File: src/rtl/mux_pkg.sv
`default_nettype none
// ============================================================================
//  Module      : mux_pkg
//  Description : Shared encodings for the two-requester mux arbiter:
//                source codes, output-register FSM states and the
//                round-robin grant helper.
//  Revision    : 1.0 - initial release
// ============================================================================
package mux_pkg;

    // Requester identity; also the o_src / sel / last_grant encoding
    typedef logic src_t;

    localparam src_t SRC_X = 1'b0;
    localparam src_t SRC_Y = 1'b1;

    // Output register occupancy
    localparam logic [0:0] ST_EMPTY = 1'b0;
    localparam logic [0:0] ST_FULL  = 1'b1;

    // Single requester wins outright; on contention the one that did not
    // win last time goes next. The result is ignored when nobody requests.
    function automatic src_t pick_grant(input logic xv, input logic yv,
                                        input src_t last);
        src_t g;
        if (xv && yv) begin
            g = (last == SRC_X) ? SRC_Y : SRC_X;
        end else if (yv) begin
            g = SRC_Y;
        end else begin
            g = SRC_X;
        end
        return g;
    endfunction

endpackage
`default_nettype wire

File: src/rtl/mux2_dp.sv
`default_nettype none
// ============================================================================
//  Module      : mux2_dp
//  Description : WIDTH-wide combinational 2:1 payload select.
//                sel = 0 passes d0 (X), sel = 1 passes d1 (Y).
//  Revision    : 1.0 - initial release
// ============================================================================
module mux2_dp #(
    parameter int WIDTH = 2
) (
    input  logic [WIDTH-1:0] d0,
    input  logic [WIDTH-1:0] d1,
    input  logic             sel,
    output logic [WIDTH-1:0] q
);

    // Plain 2:1 select, no state
    always_comb begin
        q = sel ? d1 : d0;
    end

endmodule
`default_nettype wire

File: src/rtl/mux_arbiter.sv
`default_nettype none
// ============================================================================
//  Module      : mux_arbiter
//  Description : Two-requester valid/ready arbiter feeding a single output
//                register. Alternating grant on contention, full-throughput
//                back-to-back transfers, per-requester transfer counters.
//  Revision    : 1.0 - initial release
// ============================================================================
module mux_arbiter
    import mux_pkg::*;
#(
    parameter int WIDTH = 2,
    parameter int CNT_W = 8
) (
    input  logic             clk,
    input  logic             rst_n,
    input  logic             x_valid,
    input  logic [WIDTH-1:0] x_data,
    output logic             x_ready,
    input  logic             y_valid,
    input  logic [WIDTH-1:0] y_data,
    output logic             y_ready,
    output logic             o_valid,
    output logic [WIDTH-1:0] o_data,
    output logic             o_src,
    input  logic             o_ready,
    output logic             sel,
    output logic [CNT_W-1:0] x_cnt,
    output logic [CNT_W-1:0] y_cnt
);

    logic [0:0]       r_state;
    logic [WIDTH-1:0] r_data;
    src_t             r_src;
    src_t             r_last_grant;
    src_t             r_sel;
    logic [CNT_W-1:0] r_x_cnt;
    logic [CNT_W-1:0] r_y_cnt;

    logic             w_load_en;
    logic             w_any_req;
    src_t             w_grant;
    src_t             w_sel;
    logic             w_x_xfer;
    logic             w_y_xfer;
    logic             w_xfer;
    logic [WIDTH-1:0] w_mux_data;

    // Arbitration and handshake: a new word may enter whenever the output
    // register is empty or is being drained this cycle
    always_comb begin
        w_load_en = (r_state == ST_EMPTY) || o_ready;
        w_any_req = x_valid || y_valid;
        w_grant   = pick_grant(x_valid, y_valid, r_last_grant);
        w_sel     = w_any_req ? w_grant : r_sel;
        x_ready   = rst_n && w_load_en && w_any_req && (w_grant == SRC_X);
        y_ready   = rst_n && w_load_en && w_any_req && (w_grant == SRC_Y);
        w_x_xfer  = x_valid && x_ready;
        w_y_xfer  = y_valid && y_ready;
        w_xfer    = w_x_xfer || w_y_xfer;
    end

    mux2_dp #(
        .WIDTH (WIDTH)
    ) u_mux2_dp (
        .d0  (x_data),
        .d1  (y_data),
        .sel (w_sel),
        .q   (w_mux_data)
    );

    // Output register occupancy: fill on any transfer, drain when the
    // consumer takes the word and nothing replaces it
    always_ff @(posedge clk) begin
        if (!rst_n) begin
            r_state <= ST_EMPTY;
        end else begin
            case (r_state)
                ST_EMPTY: if (w_xfer) r_state <= ST_FULL;
                ST_FULL:  if (o_ready && !w_xfer) r_state <= ST_EMPTY;
                default:  r_state <= ST_EMPTY;
            endcase
        end
    end

    // Payload and source capture on transfer; held otherwise
    always_ff @(posedge clk) begin
        if (!rst_n) begin
            r_data <= '0;
            r_src  <= SRC_X;
        end else if (w_xfer) begin
            r_data <= w_mux_data;
            r_src  <= w_grant;
        end
    end

    // Fairness history: Y after reset so X wins the first contest
    always_ff @(posedge clk) begin
        if (!rst_n) begin
            r_last_grant <= SRC_Y;
        end else if (w_xfer) begin
            r_last_grant <= w_grant;
        end
    end

    // Remember the select so it holds steady through idle cycles
    always_ff @(posedge clk) begin
        if (!rst_n) begin
            r_sel <= SRC_X;
        end else begin
            r_sel <= w_sel;
        end
    end

    // Accepted-transfer counters, free-running wrap
    always_ff @(posedge clk) begin
        if (!rst_n) begin
            r_x_cnt <= '0;
            r_y_cnt <= '0;
        end else begin
            if (w_x_xfer) r_x_cnt <= r_x_cnt + 1'b1;
            if (w_y_xfer) r_y_cnt <= r_y_cnt + 1'b1;
        end
    end

    assign o_valid = (r_state == ST_FULL);
    assign o_data  = r_data;
    assign o_src   = r_src;
    assign sel     = w_sel;
    assign x_cnt   = r_x_cnt;
    assign y_cnt   = r_y_cnt;

endmodule
`default_nettype wire
File: config.mk
export PLATFORM = sky130hd
export DESIGN_NAME = mux_arbiter
export DESIGN_NICKNAME = d
export VERILOG_FILES = /design/src/rtl/mux_pkg.sv /design/src/rtl/mux2_dp.sv /design/src/rtl/mux_arbiter.sv
export SDC_FILE = /design/constraint.sdc
export NUM_CORES = 1
export LEC_CHECK = 0
export BUFFER_PORTS_ARGS = -buffer_cell sky130_fd_sc_hd__buf_2
export CAP_MARGIN = 10
export CORE_ASPECT_RATIO = 1.75
export CORE_MARGIN = 1.5
export CORE_UTILIZATION = 30
export DETAILED_ROUTE_END_ITERATION = 10
export GPL_ROUTABILITY_DRIVEN = 0
export SLEW_MARGIN = 20
export SYNTH_ARGS = -nofsm -noshare
export SYNTH_HDL_FRONTEND = slang
export SYNTH_SLANG_ARGS = --single-unit
File: constraint.sdc
create_clock -name clk -period 2.02 [get_ports clk]
set_clock_uncertainty 0.1 [all_clocks]
set_input_delay 0.202 -clock clk [delete_from_list [all_inputs] [get_ports clk]]
set_output_delay 0.202 -clock clk [all_outputs]
set_load 0.02 [all_outputs]
==> run metrics <==
initial antenna violation count=0; Max IR drop VDD=267 µV; Fmax achieved=529 MHz; setup TNS=0 ns; total wire length=2050 µm; worst-path maximum fanout=8; Cell Area, Synth=965 µm²; Post-CTS Setup Bufs=0; status=finished, final reports clean; Port Buffer Count=31; final setup violation count=0; DRT iter0 DRCs=9; post-synth cell types=27; # DRC=0; post-layout util=39.5%; CP arrival=1.59 ns; flops & latches, synth=22; Starting Density=31.0%; Root Buffer=clkbuf_8; Die Wd=45.9 µm; first-pass GRT wire length=3350 µm; syn_area_per_cell=9.10 µm²; Detailed Place HPWL=1580 µm; nature of the critical path endpoint=primary output; Slew @ Worst Pin=0.313 ns; fin crit period=1.89 ns; layout cells sized above 1=28.6%; I/O Pins=32; Required @ worst endpoint=1.72 ns; Tot GR Track Use=12.5%; htree depth=1; routed len/inst=11.2 µm; total gr overflow=0; Cell Rows=27; worst skew pair latency=0.26 ns; Post-Layout Cell Count=183; fin nets=152; Place WS=0.398 ns; Core Region=3110 µm²; Overall Power=873 µW; placed insts=179; largest net degree at the start of global routing=18; sequential area share after synthesis=45.7%; chip height=78.0 µm; # clock sinks=22; area post-placement=1170 µm²; RSZ-0062 raised after global routing=no; Leak=0.591 nW; vias in the first global route=815; Final Cycle Share=93.6%; final instance area=1230 µm²; YS warnings=0; CTS tree=yes; final hold vios=0; # hold bufs at CTS=0; antenna-violating nets left=0; CP Class=flop to primary output; Hold/Removal Path Class=primary input to flop; setup ws final=0.130 ns; Diodes inserted=0; area delta synth->final=27.2%; R2R setup slack=0.40 ns; Filler cells=340; Mapped Nets=117; Fin Hold WS=0.131 ns; Clock transition at path regs=0.08 ns; TritonCTS Buffers=3; CP startpoint kind=flop; die area=3580 µm²; Mapped Cells=106; clock buffer depth=2; Via density=4.68; pwr dens=711 nW/µm²; Slew Viols, Final=0; vias=856; max-capacitance violation count=0; relative max-transition margin=78.9%; first drt pass iteration count=2
## kinds of logic after synthesis
group | share of synthesized area (%)
fa+ha+maj | 2.59
buf+inv | 2.85
xor+xnor | 1.82
simple gates | 21.8
flops | 45.7
compound gates | 13.9
mux | 11.4
## critical path, stage by stage (launching register included)
cell and delay [ns]:
dfxtp_1 0.32, or2b_2 0.34, o2111ai_4 0.13, clkinv_1 0.29
buf_2 0.24
## repair_timing
action,CTS,global route
setup endpoints to repair,0,1
resized for setup,0,1
endpoints found under the hold margin,0,0
## path summary, 6_finish.rpt
path                                             from                endpoint  cells after the start
worst max-delay path               o_valid$_SDFF_PN0_                 x_ready                      4
worst min-delay path                        x_data[0]  o_data[0]$_SDFFE_PN0P_                      3
worst min register to register  y_cnt[7]$_SDFFE_PN0P_   y_cnt[7]$_SDFFE_PN0P_                      2
worst max register to register     o_valid$_SDFF_PN0_   x_cnt[6]$_SDFFE_PN0P_                      5
## sequential cells by signal (all words and copies together), names as in the netlist
| signal | count |
|---|---|
| x_cnt | 8 |
| o_data | 2 |
| y_cnt | 8 |
| r_last_grant | 1 |
| r_sel | 1 |
| o_valid | 1 |
| o_src | 1 |
## synthesized netlist by cell type
master     count  share of area [%]
ha_1           2                2.6
o211a_1        1                1.0
nand3_1        6                3.1
or2b_2         1               0.91
nor2_1         4                1.6
and3_1         1               0.65
and2_1         2                1.3
a21oi_1        4                2.1
clkinv_1       2               0.78
o211ai_1       1               0.78
nand2_1       21                8.2
clkbuf_1       1               0.39
nand4_1        4                2.6
a21boi_0       1               0.78
o2111ai_4      1                2.7
buf_2          1               0.52
mux2i_1       11                 11
or4_1          2                1.6
a31oi_1        1               0.65
nor4_1         1               0.65
o31ai_1        3                2.3
a21o_2         1               0.91
xnor2_1        2                1.8
dfxtp_1       22                 46
o21ai_0        5                2.6
inv_1          3                1.2
nand2b_1       2                1.3
## layout by cell type (no fill, tap or decap), types with 2 or more instances in the layout
master | netlist | final
nand2_1 | 21 | 21
nand2b_1 | 2 | 2
inv_1 | 3 | 3
mux2i_1 | 11 | 11
or4_1 | 2 | 2
a21oi_1 | 4 | 4
and2_1 | 2 | 2
clkbuf_8 | 0 | 4
ha_1 | 2 | 2
nor2_1 | 4 | 4
buf_2 | 1 | 31
o31ai_1 | 3 | 3
o21ai_0 | 5 | 5
dfxtp_1 | 22 | 22
nand4_1 | 4 | 4
nand3_1 | 6 | 6
xnor2_1 | 2 | 2
## routing by layer
layer / part of all wire, % / global-route usage (%)
met3: 3.2 / 2.30
met5: 0 / 0
met2: 57 / 22.6
met4: 1.4 / 6.86
met1: 38 / 12.1
## final cells by class
cell class | count | area [µm²] | share of cell area [%]
Tap cell | 43 | 53.8 | 4.38
Sequential cell | 22 | 440 | 35.9
Inverter | 5 | 18.8 | 1.53
Clock buffer | 4 | 55.1 | 4.49
Multi-Input combinational cell | 77 | 497 | 40.5
Timing Repair Buffer | 32 | 163 | 13.3
## where the power goes
part | switching [mW] | leakage (nW) | internal (mW) | total (mW)
Combinational | 0.0630 | 0.383 | 0.0377 | 0.101
Clock | 0.139 | 0.0288 | 0.174 | 0.313
Sequential | 0.0110 | 0.179 | 0.448 | 0.459
(Power assumes the default switching activity.)
